--- src/rtl/mem_stage_lsu_if.sv ---
// Bus bundle between the EX/MEM latch, DMEM, the MEM/WB latch and CP0 for the MEM-stage LSU.
// The LSU takes the slave view; the surrounding pipeline (or bench) takes the master view.
interface mem_stage_lsu_if;
    logic        in_valid;
    logic [3:0]  in_op;
    logic [31:0] in_addr;
    logic [31:0] in_wdata;
    logic [4:0]  in_rd;
    logic        in_ready;
    logic        stall;
    logic        flush;
    logic        dm_ena;
    logic        dm_w;
    logic        dm_r;
    logic [3:0]  dm_byteena;
    logic [31:0] dm_addr;
    logic [31:0] dm_wdata;
    logic [31:0] dm_rdata;
    logic        wb_valid;
    logic [4:0]  wb_rd;
    logic [31:0] wb_data;
    logic        exc_valid;
    logic [4:0]  exc_code;
    logic [31:0] exc_badvaddr;
    logic        exc_ack;

    modport slave (
        input  in_valid, in_op, in_addr, in_wdata, in_rd, stall, flush, dm_rdata, exc_ack,
        output in_ready, dm_ena, dm_w, dm_r, dm_byteena, dm_addr, dm_wdata,
        output wb_valid, wb_rd, wb_data, exc_valid, exc_code, exc_badvaddr
    );

    modport master (
        output in_valid, in_op, in_addr, in_wdata, in_rd, stall, flush, dm_rdata, exc_ack,
        input  in_ready, dm_ena, dm_w, dm_r, dm_byteena, dm_addr, dm_wdata,
        input  wb_valid, wb_rd, wb_data, exc_valid, exc_code, exc_badvaddr
    );
endinterface

--- src/rtl/mem_stage_lsu.sv ---
// MEM-stage load/store unit: address translation, alignment/range check, DMEM drive,
// load extension into the MEM/WB latch, and a sticky AdEL/AdES state held until CP0 acks.
module mem_stage_lsu #(
    parameter logic [31:0] DATA_BASE = 32'h1001_0000,
    parameter int unsigned MEM_BYTES = 640
) (
    input logic            clk,
    input logic            rst_n,
    mem_stage_lsu_if.slave lsu
);

    typedef enum logic {StRun, StHold} state_e;

    state_e      state_q, state_d;
    logic        wb_valid_q, wb_valid_d;
    logic [4:0]  wb_rd_q, wb_rd_d;
    logic [31:0] wb_data_q, wb_data_d;
    logic        exc_valid_q, exc_valid_d;
    logic [4:0]  exc_code_q, exc_code_d;
    logic [31:0] exc_badvaddr_q, exc_badvaddr_d;

    logic        is_load, is_store, is_signed;
    logic [2:0]  size;
    logic [31:0] off;
    logic [32:0] end_off;
    logic        misalign, fault, go, access, load_done;
    logic [3:0]  byteena;
    logic [31:0] load_data;

    always_comb begin
        is_load   = 1'b0;
        is_store  = 1'b0;
        is_signed = 1'b0;
        size      = 3'd0;
        case (lsu.in_op)
            4'd1: begin is_load  = 1'b1; size = 3'd1; is_signed = 1'b1; end
            4'd2: begin is_load  = 1'b1; size = 3'd1; end
            4'd3: begin is_load  = 1'b1; size = 3'd2; is_signed = 1'b1; end
            4'd4: begin is_load  = 1'b1; size = 3'd2; end
            4'd5: begin is_load  = 1'b1; size = 3'd4; end
            4'd6: begin is_store = 1'b1; size = 3'd1; end
            4'd7: begin is_store = 1'b1; size = 3'd2; end
            4'd8: begin is_store = 1'b1; size = 3'd4; end
            default: ;
        endcase
    end

    // 33-bit end offset so an address below DATA_BASE (wrapped off) is out of range.
    assign off      = lsu.in_addr - DATA_BASE;
    assign end_off  = {1'b0, off} + {30'd0, size};
    assign misalign = ((size == 3'd2) & lsu.in_addr[0]) | ((size == 3'd4) & (|lsu.in_addr[1:0]));
    assign fault    = misalign | (end_off > 33'(MEM_BYTES));
    assign go       = lsu.in_valid & (is_load | is_store) & ~lsu.stall & ~lsu.flush &
                      (state_q == StRun);
    assign access    = go & ~fault;
    assign load_done = access & is_load;

    always_comb begin
        byteena = 4'b0000;
        if (is_store) begin
            case (size)
                3'd1:    byteena = 4'b0001;
                3'd2:    byteena = 4'b0011;
                default: byteena = 4'b1111;
            endcase
        end
    end

    always_comb begin
        case (size)
            3'd1:    load_data = {{24{is_signed & lsu.dm_rdata[7]}}, lsu.dm_rdata[7:0]};
            3'd2:    load_data = {{16{is_signed & lsu.dm_rdata[15]}}, lsu.dm_rdata[15:0]};
            default: load_data = lsu.dm_rdata;
        endcase
    end

    assign lsu.in_ready   = ~lsu.stall;
    assign lsu.dm_ena     = access;
    assign lsu.dm_r       = access & is_load;
    assign lsu.dm_w       = access & is_store;
    assign lsu.dm_byteena = access ? byteena : 4'b0000;
    assign lsu.dm_addr    = access ? off : 32'd0;
    assign lsu.dm_wdata   = access ? lsu.in_wdata : 32'd0;

    always_comb begin
        state_d        = state_q;
        exc_valid_d    = exc_valid_q;
        exc_code_d     = exc_code_q;
        exc_badvaddr_d = exc_badvaddr_q;
        wb_valid_d     = wb_valid_q;
        wb_rd_d        = wb_rd_q;
        wb_data_d      = wb_data_q;

        unique case (state_q)
            StRun: begin
                if (go && fault) begin
                    state_d        = StHold;
                    exc_valid_d    = 1'b1;
                    exc_code_d     = is_load ? 5'd4 : 5'd5;
                    exc_badvaddr_d = lsu.in_addr;
                end
            end
            StHold: begin
                if (lsu.exc_ack) begin
                    state_d     = StRun;
                    exc_valid_d = 1'b0;
                end
            end
            default: state_d = StRun;
        endcase

        // load_done already excludes stall, flush and HOLD.
        if (lsu.flush) begin
            wb_valid_d = 1'b0;
        end else if (!lsu.stall) begin
            wb_valid_d = load_done;
            if (load_done) begin
                wb_rd_d   = lsu.in_rd;
                wb_data_d = load_data;
            end
        end
    end

    always_ff @(posedge clk or negedge rst_n) begin
        if (!rst_n) begin
            state_q        <= StRun;
            wb_valid_q     <= 1'b0;
            wb_rd_q        <= 5'd0;
            wb_data_q      <= 32'd0;
            exc_valid_q    <= 1'b0;
            exc_code_q     <= 5'd0;
            exc_badvaddr_q <= 32'd0;
        end else begin
            state_q        <= state_d;
            wb_valid_q     <= wb_valid_d;
            wb_rd_q        <= wb_rd_d;
            wb_data_q      <= wb_data_d;
            exc_valid_q    <= exc_valid_d;
            exc_code_q     <= exc_code_d;
            exc_badvaddr_q <= exc_badvaddr_d;
        end
    end

    assign lsu.wb_valid     = wb_valid_q;
    assign lsu.wb_rd        = wb_rd_q;
    assign lsu.wb_data      = wb_data_q;
    assign lsu.exc_valid    = exc_valid_q;
    assign lsu.exc_code     = exc_code_q;
    assign lsu.exc_badvaddr = exc_badvaddr_q;

endmodule

--- src/flat_wrapper.sv ---
// flat-port wrapper written by rule: the top's interface ports become plain ports
module mem_stage_lsu_flat 
#(
    parameter logic [31:0] DATA_BASE = 32'h1001_0000,
    parameter int unsigned MEM_BYTES = 640
)
  (clk, rst_n, lsu_in_valid, lsu_in_op, lsu_in_addr, lsu_in_wdata, lsu_in_rd, lsu_stall, lsu_flush, lsu_dm_rdata, lsu_exc_ack, lsu_in_ready, lsu_dm_ena, lsu_dm_w, lsu_dm_r, lsu_dm_byteena, lsu_dm_addr, lsu_dm_wdata, lsu_wb_valid, lsu_wb_rd, lsu_wb_data, lsu_exc_valid, lsu_exc_code, lsu_exc_badvaddr);
  mem_stage_lsu_if lsu_i ();
  input logic clk;
  input logic rst_n;
  input wire logic [$bits(lsu_i.in_valid)-1:0] lsu_in_valid;
  input wire logic [$bits(lsu_i.in_op)-1:0] lsu_in_op;
  input wire logic [$bits(lsu_i.in_addr)-1:0] lsu_in_addr;
  input wire logic [$bits(lsu_i.in_wdata)-1:0] lsu_in_wdata;
  input wire logic [$bits(lsu_i.in_rd)-1:0] lsu_in_rd;
  input wire logic [$bits(lsu_i.stall)-1:0] lsu_stall;
  input wire logic [$bits(lsu_i.flush)-1:0] lsu_flush;
  input wire logic [$bits(lsu_i.dm_rdata)-1:0] lsu_dm_rdata;
  input wire logic [$bits(lsu_i.exc_ack)-1:0] lsu_exc_ack;
  output wire logic [$bits(lsu_i.in_ready)-1:0] lsu_in_ready;
  output wire logic [$bits(lsu_i.dm_ena)-1:0] lsu_dm_ena;
  output wire logic [$bits(lsu_i.dm_w)-1:0] lsu_dm_w;
  output wire logic [$bits(lsu_i.dm_r)-1:0] lsu_dm_r;
  output wire logic [$bits(lsu_i.dm_byteena)-1:0] lsu_dm_byteena;
  output wire logic [$bits(lsu_i.dm_addr)-1:0] lsu_dm_addr;
  output wire logic [$bits(lsu_i.dm_wdata)-1:0] lsu_dm_wdata;
  output wire logic [$bits(lsu_i.wb_valid)-1:0] lsu_wb_valid;
  output wire logic [$bits(lsu_i.wb_rd)-1:0] lsu_wb_rd;
  output wire logic [$bits(lsu_i.wb_data)-1:0] lsu_wb_data;
  output wire logic [$bits(lsu_i.exc_valid)-1:0] lsu_exc_valid;
  output wire logic [$bits(lsu_i.exc_code)-1:0] lsu_exc_code;
  output wire logic [$bits(lsu_i.exc_badvaddr)-1:0] lsu_exc_badvaddr;
  assign lsu_i.in_valid = lsu_in_valid;
  assign lsu_i.in_op = lsu_in_op;
  assign lsu_i.in_addr = lsu_in_addr;
  assign lsu_i.in_wdata = lsu_in_wdata;
  assign lsu_i.in_rd = lsu_in_rd;
  assign lsu_i.stall = lsu_stall;
  assign lsu_i.flush = lsu_flush;
  assign lsu_i.dm_rdata = lsu_dm_rdata;
  assign lsu_i.exc_ack = lsu_exc_ack;
  assign lsu_in_ready = lsu_i.in_ready;
  assign lsu_dm_ena = lsu_i.dm_ena;
  assign lsu_dm_w = lsu_i.dm_w;
  assign lsu_dm_r = lsu_i.dm_r;
  assign lsu_dm_byteena = lsu_i.dm_byteena;
  assign lsu_dm_addr = lsu_i.dm_addr;
  assign lsu_dm_wdata = lsu_i.dm_wdata;
  assign lsu_wb_valid = lsu_i.wb_valid;
  assign lsu_wb_rd = lsu_i.wb_rd;
  assign lsu_wb_data = lsu_i.wb_data;
  assign lsu_exc_valid = lsu_i.exc_valid;
  assign lsu_exc_code = lsu_i.exc_code;
  assign lsu_exc_badvaddr = lsu_i.exc_badvaddr;
  mem_stage_lsu #(.DATA_BASE(DATA_BASE), .MEM_BYTES(MEM_BYTES)) u_core (.clk(clk), .rst_n(rst_n), .lsu(lsu_i));
endmodule
--- config.mk ---
export PLATFORM = sky130hd
export DESIGN_NAME = mem_stage_lsu_flat
export DESIGN_NICKNAME = d
export VERILOG_FILES = /design/src/rtl/mem_stage_lsu_if.sv /design/src/rtl/mem_stage_lsu.sv /design/src/flat_wrapper.sv
export SDC_FILE = /design/constraint.sdc
export NUM_CORES = 1
export LEC_CHECK = 0
export ABC_AREA = 1
export BUFFER_PORTS_ARGS = -buffer_cell sky130_fd_sc_hd__buf_2
export CAP_MARGIN = 5
export CORE_ASPECT_RATIO = 2
export CORE_MARGIN = 4
export CORE_UTILIZATION = 44
export DETAILED_ROUTE_END_ITERATION = 8
export PLACE_DENSITY = 0.79
export SETUP_SLACK_MARGIN = 0.1
export SLEW_MARGIN = 10
export SYNTH_ARGS = -nofsm -noshare
export SYNTH_HDL_FRONTEND = slang
export SYNTH_SLANG_ARGS = --single-unit
--- constraint.sdc ---
create_clock -name clk -period 3.2 [get_ports clk]
set_input_delay 0 -clock clk [delete_from_list [all_inputs] [get_ports clk]]
set_output_delay 0 -clock clk [all_outputs]
set_load 0.02 [all_outputs]
==> run summary <==
The floorplan has 58 rows. The count of TritonRoute iterations in the first routing pass is 6. The worst slew margin relative to its limit is 31.0%. The clock tree from TritonCTS is done. The final route contains 7105 vias. STA classifies the critical path startpoint as a primary input. The number of inserted filler cells in the final layout came out at 1040. In this run the vertical extent of the chip is 169 um. The count of state elements after synthesis came out at 74.

The CTS H-tree depth came out at 3. The area overhead of the layout relative to synthesis came out at 59.4%. The number of warning messages in the yosys log is 0. The area of the mapped netlist is 0.00568 mm2. The synthesized area divided by synthesized cell count is 6.09 um2.

The internal power of the cells totals 1.93 mW. The detailed router put a total of 7090 um of wire on met1. The wire length per cell after detailed routing came out at 15.9 um.

The final clock skew came out at 7.08 ps. The floorplan die width is 88.4 um. 259 I/O pins were placed. Setup repair after global routing could not meet its margin everywhere. The met2 wire length is 12400 um. Ranked by instance count, the synthesized netlist is headed by 334 x sky130_fd_sc_hd__nand2_1, 120 x sky130_fd_sc_hd__nand3_1, 119 x sky130_fd_sc_hd__nor2_1. In the post-synthesis netlist, the cell with the most instances is sky130_fd_sc_hd__nand2_1. Detailed placement ended at an HPWL of 14500 um. The tightest min-delay check is of the in2reg type. The highest ir drop seen on vdd came out at 0.283 mV. The count of buffers from port buffering is 241.

The share of Yosys cell area claimed by the top area cell type came out at 32.6%. The number of max-cap violations came out at 0. The mean number of vias per cell is 5.10. The clock transition at the registers of the reported paths came out at 60 ps. The final cycle utilization of the critical path came out at 97.1%. The highest clock frequency the design can meet came out at 322 MHz. The sequential power share came out at 37.1%.

The final wirelength is 22100 um. In the final layout, the share of cells above drive strength 1 is 38.8%. The worst path needs 3110 ps of the cycle, external delays included. The effective utilization at floorplan is 45.0%. In this run, synthesis inferred 0 flip-flops with an integrated enable. Cells fill 71.7% of the core in the end. The arrival time at the worst endpoint came out at 3110 ps. The root cell of the clock tree is sky130_fd_sc_hd__clkbuf_16. The post-layout net count is 1353.

The detailed-routed wire length on met3 came out at 1330 um. The startpoint of the lowest-slack register-to-register path is u_core.state_q$_DFF_PN0_. The aggregate global-route resource usage is 26.4%. The largest net degree at the start of global routing is 75. The worst setup path is captured at an output pin. The net switching fraction of the power is 36.1%.

The instance area after placement came out at 0.00712 mm2. For this block, the initial DRC count from the detailed router was 311. The actual slew at the worst max-slew pin is 1030 ps. The total power per unit cell area came out at 333 mW/mm2. The total DRC errors in the routed layout is 0. The switching power came out at 1.09 mW.

The cell count after synthesis came out at 933. The standard cell core area came out at 0.0126 mm2. Per report_power, the combinational group accounts for 29.9% of the total. The sink count of the clock tree came out at 74.

Summed over all cells, the static leakage comes to 5.12 nW. The startpoint identified for the worst hold timing path is lsu_in_addr[24]. The highest layer touched by signal routing is met4. Along the worst path, the maximum fanout reaches 8. Summed over all instances, the cell type with the most area after synthesis is sky130_fd_sc_hd__dfrtp_1. The async set or reset register ratio after synthesis is 100%.

The portion of total power attributed to the clock network came out at 33.0%. The flow ran to the end, and the final reports show no timing, DRC or antenna violations. For the worst-skew pair, the clock arrives at the later sink with an insertion delay of 340 ps. The setup violation total in the final timing report is 0.

Yosys mapped the design onto 32 distinct sky130hd cell types. The final standard cell area without fillers is 0.00906 mm2. Among all flip-flop cells after synthesis, the most frequent one is sky130_fd_sc_hd__dfrtp_1. In this run, CTS created clock tree buffers numbering 9. The data required time of the critical path came out at 3200 ps. In the final layout, flip-flops and latches occupy 0.00185 mm2. The number of max-slew violations in the final report came out at 0. The floorplan step defined a die boundary enclosing 0.0149 mm2. The number of buffers on the longest clock path is 2.

The count of nets left with antenna violations once routing finished came out at 0. The first global-routing pass estimated 31500 um of wire. The sequential share of the synthesized area came out at 32.6%.

The via count of the first global-routing pass came out at 6735. The total overflow left after global routing is 0. The critical path is of the in2out type.

Tracing the worst setup path back leads to its startpoint at lsu_in_op[2]. In the post-synthesis netlist, the biggest area contributors are sky130_fd_sc_hd__dfrtp_1 33%, sky130_fd_sc_hd__nand2_1 22%, sky130_fd_sc_hd__nand3_1 11%, sky130_fd_sc_hd__nor2_1 7.9%, sky130_fd_sc_hd__inv_1 7.7%. The multi-input combinational cells in the finished layout cover a total of 0.00374 mm2. The initial antenna violation count came to 1. The final-report hold violation count is 0. Routability-driven placement finished with a final weighted congestion of 0.931.
[critical path, stage by stage]
cell and delay (ps):
sky130_fd_sc_hd__buf_8 100, sky130_fd_sc_hd__nor2_4 110, sky130_fd_sc_hd__inv_2 40, sky130_fd_sc_hd__o21a_1 190, sky130_fd_sc_hd__inv_2 80, sky130_fd_sc_hd__ha_4 140, sky130_fd_sc_hd__inv_2 40, sky130_fd_sc_hd__fa_2 340
sky130_fd_sc_hd__inv_2 80, sky130_fd_sc_hd__nand3_4 70, sky130_fd_sc_hd__nand2_4 100, sky130_fd_sc_hd__nand2_4 70, sky130_fd_sc_hd__nor2_4 130, sky130_fd_sc_hd__nand2_4 80, sky130_fd_sc_hd__clkinv_4 70, sky130_fd_sc_hd__nand3_4 80
sky130_fd_sc_hd__buf_12 140, sky130_fd_sc_hd__nor2_4 100, sky130_fd_sc_hd__nand2_1 60, sky130_fd_sc_hd__nand2_1 60, sky130_fd_sc_hd__nand2_1 80, sky130_fd_sc_hd__nor2_4 180, sky130_fd_sc_hd__nand3_4 190, sky130_fd_sc_hd__buf_12 210
sky130_fd_sc_hd__nor2_1 150, sky130_fd_sc_hd__buf_4 180
[registers in the layout (all words and copies together) (netlist names)]
register	flops
u_core.lsu.wb_data	32
u_core.lsu.exc_valid	1
u_core.lsu.wb_valid	1
u_core.state_q	1
u_core.lsu.exc_badvaddr	32
u_core.lsu.wb_rd	5
u_core.lsu.exc_code	2
[power groups by stage]
stage | clock network, mW | logic, mW | registers [mW]
after global placement | 0 | 0.811 | 1.13
after global routing | 1.04 | 0.993 | 1.13
after floorplan | 0 | 0.342 | 1.29
after CTS | 0.996 | 0.872 | 1.12
final | 0.996 | 0.901 | 1.12
after detailed placement | 0 | 0.823 | 1.13
[through the flow]
stage               setup TNS, ps  instances  hold WS (ps)  power, mW  setup slack, ps
floorplan                       0        949          -296       1.63              116
global placement            -1340       1313           199       1.94            -39.6
detailed placement          -5230       1313           208       1.95             -117
CTS                             0       1376          7.82       2.98             64.2
global route                -3390       1392          40.5       3.17             -127
finish                          0       1392          16.1       3.01             93.1
[layer usage]
metal / track usage, % / up-vias
li1: - / 3450
met1: 27.8 / 3237
met2: 49.8 / 330
met3: 3.12 / 88
met4: 12.4 / 0
met5: 0 / -
[logic make-up after synthesis]
group                    Yosys count  synth area share (%)
AND/OR/NAND/NOR                  623                  47.1
buffers and inverters            174                  13.7
flip-flops                        74                  32.6
AO/OA/AOI/OAI                     52                  4.62
adder cells (fa/ha/maj)            6                  1.45
XOR/XNOR                           3                 0.463
other                              1                0.0660
[worst paths after layout]
| check | to | slack [ps] | cells past startpoint |
|---|---|---|---|
| hold reg to reg | u_core.lsu.exc_code[2]$_DFFE_PN0P_ | 480 | 2 |
| max in group asynchronous | u_core.lsu.wb_data[15]$_DFFE_PN0P_ | 2190 | 2 |
| setup reg to reg | u_core.lsu.wb_data[10]$_DFFE_PN0P_ | 1330 | 8 |
| min in group asynchronous | u_core.lsu.exc_badvaddr[22]$_DFFE_PN0P_ | 370 | 2 |
| hold / removal | u_core.lsu.exc_badvaddr[24]$_DFFE_PN0P_ | 20 | 3 |
| setup / recovery | lsu_dm_wdata[30] | 90 | 26 |
[area by class of cell]
cell class / count / area share [%]
sequential: 74 / 20.4
inverter: 123 / 5.25
timing repair buffer: 327 / 27.7
clock buffer: 10 / 2.64
antenna: 1 / 0.0276
multi-input combinational: 701 / 41.3
tap: 150 / 2.07
clock inverter: 6 / 0.539
[cell usage in the layout (no fill, tap or decap), drive strengths merged, types with 5 or more instances in the layout]
| cell type | netlist | routed |
|---|---|---|
| nor2 | 140 | 140 |
| nand3 | 124 | 124 |
| conb | 1 | 17 |
| buf | 35 | 292 |
| dfrtp | 74 | 74 |
| dlygate4sd3 | 0 | 30 |
| nand4 | 11 | 11 |
| ha | 5 | 5 |
| nand2 | 343 | 343 |
| clkbuf | 16 | 15 |
| inv | 120 | 121 |
| o21ai | 47 | 47 |
| clkinv | 3 | 5 |
[what timing repair did]
| action | 4_1_cts | 5_1_grt |
|---|---|---|
| pin swaps | 10 | 25 |
| setup buffers | 13 | 11 |
| hold endpoints to repair | 103 | 0 |
| endpoints found under the setup margin | 57 | 96 |
| gates cloned | 4 | 6 |
| hold buffers | 30 | 0 |
| resized for setup | 84 | 216 |
Note: power is estimated with default switching activity, not from simulation.
